File: src/rtl/imm_gen_stage.sv
// Decode-stage immediate generator. Extends the selected immediate format
// to XLEN bits on the input side and queues {imm, tag, illegal} in a
// 2-entry valid/ready FIFO with synchronous flush and reset.
module imm_gen_stage #(
    parameter int XLEN  = 32,
    parameter int TAG_W = 5
) (
    input  logic             clk,
    input  logic             rst,
    input  logic             flush,
    input  logic             in_valid,
    output logic             in_ready,
    input  logic [31:0]      inst,
    input  logic [2:0]       imm_sel,
    input  logic [TAG_W-1:0] in_tag,
    output logic             out_valid,
    input  logic             out_ready,
    output logic [XLEN-1:0]  out_imm,
    output logic [TAG_W-1:0] out_tag,
    output logic             out_illegal
);

    typedef enum logic [1:0] {
        S_EMPTY = 2'd0,
        S_ONE   = 2'd1,
        S_FULL  = 2'd2
    } state_t;

    state_t            r_state;
    state_t            w_state_nxt;

    logic [XLEN-1:0]   r_imm [2];
    logic [TAG_W-1:0]  r_tag [2];
    logic              r_ill [2];
    logic              r_wr_ptr;
    logic              r_rd_ptr;

    logic [XLEN-1:0]   w_imm;
    logic              w_ill;
    logic              w_push;
    logic              w_pop;

    // Format decode and extension; everything is built directly at XLEN so
    // no intermediate bits go unused.  U is formed as sx(inst[31:12]) << 12,
    // which gives the sign-extended-from-bit-31 result for both widths.
    always_comb begin
        w_imm = '0;
        w_ill = 1'b0;
        case (imm_sel)
            3'd0: w_imm = {{(XLEN-12){inst[31]}}, inst[31:20]};
            3'd1: w_imm = {{(XLEN-13){inst[31]}}, inst[31], inst[7],
                           inst[30:25], inst[11:8], 1'b0};
            3'd2: w_imm = {{(XLEN-20){inst[31]}}, inst[31:12]} << 12;
            3'd3: w_imm = {{(XLEN-21){inst[31]}}, inst[31], inst[19:12],
                           inst[20], inst[30:21], 1'b0};
            3'd4: w_imm = {{(XLEN-12){inst[31]}}, inst[31:25], inst[11:7]};
            3'd5: w_imm = {{(XLEN-5){1'b0}}, inst[19:15]};
            3'd6: w_imm = {{(XLEN-6){1'b0}}, (XLEN == 64) ? inst[25] : 1'b0,
                           inst[24:20]};
            default: begin
                w_imm = '0;
                w_ill = 1'b1;
            end
        endcase
    end

    // Flush wins over both handshakes, so neither side sees a transfer.
    assign w_push = in_valid  & in_ready  & ~flush;
    assign w_pop  = out_valid & out_ready & ~flush;

    // FIFO state register.
    always_ff @(posedge clk) begin
        if (rst) r_state <= S_EMPTY;
        else     r_state <= w_state_nxt;
    end

    // Occupancy transitions; flush empties the buffer.
    always_comb begin
        w_state_nxt = r_state;
        case (r_state)
            S_EMPTY: if (w_push) w_state_nxt = S_ONE;
            S_ONE: begin
                if (w_push && !w_pop)      w_state_nxt = S_FULL;
                else if (w_pop && !w_push) w_state_nxt = S_EMPTY;
            end
            S_FULL:  if (w_pop) w_state_nxt = S_ONE;
            default: w_state_nxt = S_EMPTY;
        endcase
        if (flush) w_state_nxt = S_EMPTY;
    end

    // Handshake and head outputs; data is forced to zero while empty.
    always_comb begin
        in_ready    = !rst && (r_state != S_FULL);
        out_valid   = (r_state != S_EMPTY);
        out_imm     = '0;
        out_tag     = '0;
        out_illegal = 1'b0;
        if (out_valid) begin
            out_imm     = r_imm[r_rd_ptr];
            out_tag     = r_tag[r_rd_ptr];
            out_illegal = r_ill[r_rd_ptr];
        end
    end

    // Entry storage and pointers; flush only rewinds pointers since stale
    // storage is never visible once the state is EMPTY.
    always_ff @(posedge clk) begin
        if (rst) begin
            r_wr_ptr <= 1'b0;
            r_rd_ptr <= 1'b0;
            for (int i = 0; i < 2; i++) begin
                r_imm[i] <= '0;
                r_tag[i] <= '0;
                r_ill[i] <= 1'b0;
            end
        end else if (flush) begin
            r_wr_ptr <= 1'b0;
            r_rd_ptr <= 1'b0;
        end else begin
            if (w_push) begin
                r_imm[r_wr_ptr] <= w_imm;
                r_tag[r_wr_ptr] <= in_tag;
                r_ill[r_wr_ptr] <= w_ill;
                r_wr_ptr        <= r_wr_ptr + 1'b1;
            end
            if (w_pop) r_rd_ptr <= r_rd_ptr + 1'b1;
        end
    end

endmodule

File: config.mk
export PLATFORM = sky130hd
export DESIGN_NAME = imm_gen_stage
export DESIGN_NICKNAME = d
export VERILOG_FILES = /design/src/rtl/imm_gen_stage.sv
export SDC_FILE = /design/constraint.sdc
export NUM_CORES = 1
export LEC_CHECK = 0
export ABC_AREA = 0
export BUFFER_PORTS_ARGS = -buffer_cell sky130_fd_sc_hd__buf_2
export CORE_MARGIN = 2
export CORE_UTILIZATION = 49
export DETAILED_ROUTE_END_ITERATION = 10
export PLACE_DENSITY = 0.81
export SLEW_MARGIN = 10
export SYNTH_ARGS = -nofsm -noshare
export SYNTH_HDL_FRONTEND = slang
export SYNTH_SLANG_ARGS = --single-unit
File: constraint.sdc
create_clock -name clk -period 2.34 [get_ports clk]
set_input_delay 0.234 -clock clk [delete_from_list [all_inputs] [get_ports clk]]
set_output_delay 0.234 -clock clk [all_outputs]
set_load 0.05 [all_outputs]
# Yosys cells after proc, flatten, opt, wreduce, memory -nomap -nowiden
# Memory sizes are Yosys's and may differ from the RTL's. A register that Yosys moved wholly into a read port is not among the register bits.
# Index checks and enable logic that the tools add are counted.
[totals] register_bits=4 mem_bits_rw=76 input_bits=45 word_cells=71 mem_count=3
[mem_list] memory="r_imm" depth=2 width=32 rd=1 rd_ports_with_merged_regs=1 wr=2 line_no="32" source="logic [XLEN-1:0] r_imm [2];"
[mem_list] memory="r_tag" depth=2 width=5 rd=1 rd_ports_with_merged_regs=1 wr=2 line_no="33" source="logic [TAG_W-1:0] r_tag [2];"
[mem_list] memory="r_ill" depth=2 width=1 rd=1 rd_ports_with_merged_regs=1 wr=2 line_no="34" source="logic r_ill [2];"
[op_classes] addsub=2 n_eq_ne=12 muxes=31 bitwise=5 reduce_logical=15
[op_table] cell="32-bit case mux with 7 select lines" count=1
[op_table] cell="32-bit two-way mux" count=2
[op_table] cell="32-bit OR reduction" count=1
[op_table] cell="1-bit two-way mux" count=21
[op_table] cell="5-bit two-way mux" count=2
[op_table] cell="3-bit equality test, second input constant" count=3
[op_table] cell="2-bit two-way mux" count=4
[op_table] cell="7-bit OR reduction" count=1
[op_table] cell="3-bit by 2-bit equality test with 1-bit output, second input constant" count=2
[op_table] cell="2-bit inequality test, second input constant" count=3
[op_table] cell="2-bit case mux with 3 select lines" count=1
[op_table] cell="5-bit OR reduction" count=1
[op_table] cell="1-bit AND" count=4
[op_table] cell="3-bit by 1-bit equality test with 1-bit output, second input constant" count=1
[op_table] cell="1-bit logical AND" count=3
[op_table] cell="1-bit logical NOT" count=3
[op_table] cell="3-bit logical NOT" count=1
[op_table] cell="3-bit inequality test, second input constant" count=1
[op_table] cell="3-bit AND reduction" count=1
[op_table] cell="1-bit adder, second input constant" count=2
[op_table] cell="2-bit by 1-bit equality test with 1-bit output, second input constant" count=1
[op_table] cell="2-bit equality test, second input constant" count=1
[op_table] cell="2-bit logical NOT" count=1
[op_table] cell="2-bit nonzero test" count=1
[op_table] cell="other kinds (3)" count=3

# Longest topological paths before layout
[depth] word_depth=10 depth_mapped=7 mapped_depth_nobuf=6

# Least setup slack after synthesis
# Ideal clock, no wire load.
[synth_timing] path_kind="input to register" startpoint="in flush" endpoint="mem r_ill[0] (enable)" setup_ps=401 arrival_ps=2117 path_slack_ps=-178 path_stages=5 cell_sequence="or2_1 buf_2 or4_4 buf_6 nand2b_1"
[synth_lines] element="start, declared" line_no="10" source="input logic flush,"
[synth_lines] element="end, declared" line_no="34"

# Worst setup path after layout
[layout_timing] startpoint="reg r_state[1]" endpoint="out out_imm[1]"
[layout_via] elab_chain_cells=2
[layout_rtl] element="start, declared" line_no="29" source="state_t r_state;"
[layout_rtl] element="start signal, assigned" line_no="74" source="else r_state <= w_state_nxt;"
[layout_rtl] element="2-bit nonzero test" line_no="95" source="out_valid = (r_state != S_EMPTY);"
[layout_rtl] element="32-bit two-way mux" line_no="99" source="if (out_valid) begin"
[layout_rtl] element="end, declared" line_no="18" source="output logic [XLEN-1:0] out_imm,"
# No other way between the ends.

==> metrics.cfg <==
[timing]
fin_tns_setup_ps = 0
holdWs_ps = 186.5
min_period_ps = 1779
rsz0062_at_grt = false
fin_ws_ps = 560.5
fmax_ghz = 0.5620
relSlewSlack_pct = 25.29
worst_slew_pin_slew_ps = 1118
slew_violations = 0
setup_violations = 0
clock_skew_ps = 11.27
hold_viol_final = 0
period_share_pct = 76.05

[job]
maxCapViolCount = 0

[floorplanning]
die_w_um = 93.69
core_um2 = 7767
rows = 32
start_util_pct = 50.74
ios = 85
die_h_um = 93.69
die-area_um2 = 8777

[power_and_ir_drop]
combPwrFrac_pct = 12.2
ir_worst_vdd_v = 0.0003234
p_seq_share_pct = 56.2
p_total_mw = 2.970
p_int_mw = 2.166
sw_frac_of_total_pct = 27.07
clkPwrFrac_pct = 31.7
switching_power_uw = 804.0
static-leakage-power_nw = 1.751
power_density_nw_per_um2 = 642.9

[worst_hold_path]
hold_end = r_tag[1][1]
hold_depth = 3
hold_class = in2reg
hold_start = in_tag[1]

[cts]
clkTransAtPathRegs_ps = 100
cts.sinks = 81
postCtsHoldBufs = 0
cts_tree = done
clock_latency_ps = 360
cts_resized = 0
clockBufferDepth = 2
cts_made_buffers = 9
htree_levels = 3
clockRootBuffer = clkbuf_8
postCtsSetupRepairBufs = 0

[layout]
area_growth_pct = 17.24
final_common_cell = nor2_1
fin_cells = 529
drive_gt1_share_pct = 26.23
nets = 468
diodes = 0
fillCellCount = 645
final_cell_mix = 118 x nor2_1, 77 x buf_2, 76 x edfxtp_1
final_area_um2 = 4621
utilization_pct = 59.49

[synthesis]
synth_warnings = 0
yosys_register_bits = 81
synth_cell_types = 33
synthCells = 354
syn_avg_cell_area_um2 = 11.13
synth_nets = 400
synth_area_um2 = 3941
yosysSeqAreaShare_pct = 60.44

[setup_path]
worstReg2RegEnd = r_imm[0][8]
crit_type = reg2out
r2r_slack_ps = 580
critPathLaunchType = flop
cp_data_required_time_ps = 2110
arrival_ps = 1550
r2r_start = r_state[1]
cp_max_fo = 21
endpoint_kind = output port
reg2reg_depth = 4

[global_route]
grt_pass1_vias = 2633
grt_start_max_net_pins = 39
grt_pass1_wl_um = 12800
gr-total-overflow = 0
track_usage_pct = 19.32
antenna_found_initial = 0

[placement]
post_dp_cell_area_um2 = 4439
hpwlAfterDp_um = 5573
place_ws_ps = 321.2
dp_cells = 513
port_buffers = 77
place_congestion = 0.8415

[route]
vias = 2823
wl_per_cell_um = 15.64
drtAntennaViolNets = 0
drt_wl_total_um = 8273
avgViaCountPerCell = 5.336
drtIter0Drc = 221
dr.pass1.iters = 4
drc = 0

[outcome]
outcome = finished, final reports clean

==> cell usage after synthesis, drive strengths merged <==
cell type  instances  area [µm²]
ha                 1       12.51
o22a               1       8.760
nor2             119       446.7
nand2              8       30.03
nand3              1       5.000
nor3               1       5.000
nand2b             4       25.02
inv                8       30.03
nor3b              1       7.510
o21ai              3       15.01
mux2               5       56.30
a211oi             1       7.510
mux2i             40       400.4
a21oi              4       20.02
and2               4       25.02
dfxtp              5       100.1
xor2               1       8.760
buf               10       58.80
a221oi             4       35.03
or4                1       11.26
nor4bb             1       10.01
nand4              1       6.260
clkbuf            18       67.56
edfxtp            76        2282
nor2b              6       37.54
and4b              1       10.01
nor4b              5       43.79
a22oi             20       150.1
or3                2       12.51
or2                2       12.52
==> power by group through the flow <==
stage               registers, mW  clock network [mW]  logic (mW)
detailed placement           1.70                   0       0.361
global route                 1.68                1.01       0.391
CTS                          1.67               0.952       0.362
floorplan                    1.70                   0       0.250
global placement             1.70                   0       0.355
finish                       1.67               0.941       0.361
==> flip-flops by register name, summed over array words and instances, names as in the netlist, named ones only <==
name,cells
r_imm,64
r_wr_ptr,1
r_tag,10
r_state,2
r_ill,2
r_rd_ptr,1
==> kinds of logic (layout without fill, tap and decap cells) <==
family,Yosys count,in the layout,synth area share (%)
compound gates,33,33,6.000
xor+xnor,1,1,0.2223
fa+ha+maj,1,1,0.3174
buf+inv,36,109,3.968
flops,81,81,60.44
mux,45,45,11.59
simple gates,157,157,17.46
==> metal layers <==
metal,part of all wire [%],track usage [%],wire (µm)
met5,0,0,0
met1,43,24.45,3526
met2,50,32.86,4109
met3,5.8,2.729,483
met4,1.9,8.937,154
==> worst max path at each step <==
stage / cells after the start / start / slack [ps] / end
2_1_floorplan: 4 / r_state[0] / 190 / r_ill[1]
3_3_place_gp: 4 / imm_sel[1] / 330 / r_imm[1][30]
3_5_place_dp: 4 / imm_sel[1] / 320 / r_imm[1][29]
4_1_cts: 4 / r_state[1] / 540 / out_imm[1]
5_1_grt: 4 / imm_sel[1] / 460 / r_imm[1][29]
6_report: 4 / r_state[1] / 560 / out_imm[1]
==> worst max-delay path: stages, from the launching register on <==
cell     delay (ps)
dfxtp_1         440
nor2_4           70
buf_4           210
nor2_1          180
buf_2           290
==> layout make-up <==
| cell class | count | area [µm²] | share of cell area, % |
|---|---|---|---|
| flip-flops and latches | 81 | 2384 | 51.58 |
| multi-input cells | 237 | 1415 | 30.63 |
| clock inverters | 7 | 57.56 | 1.246 |
| inverters | 8 | 30.03 | 0.6499 |
| well taps | 102 | 127.6 | 2.762 |
| repair buffers | 85 | 483.0 | 10.45 |
| clock buffers | 9 | 123.9 | 2.681 |
(Power assumes the default switching activity.)
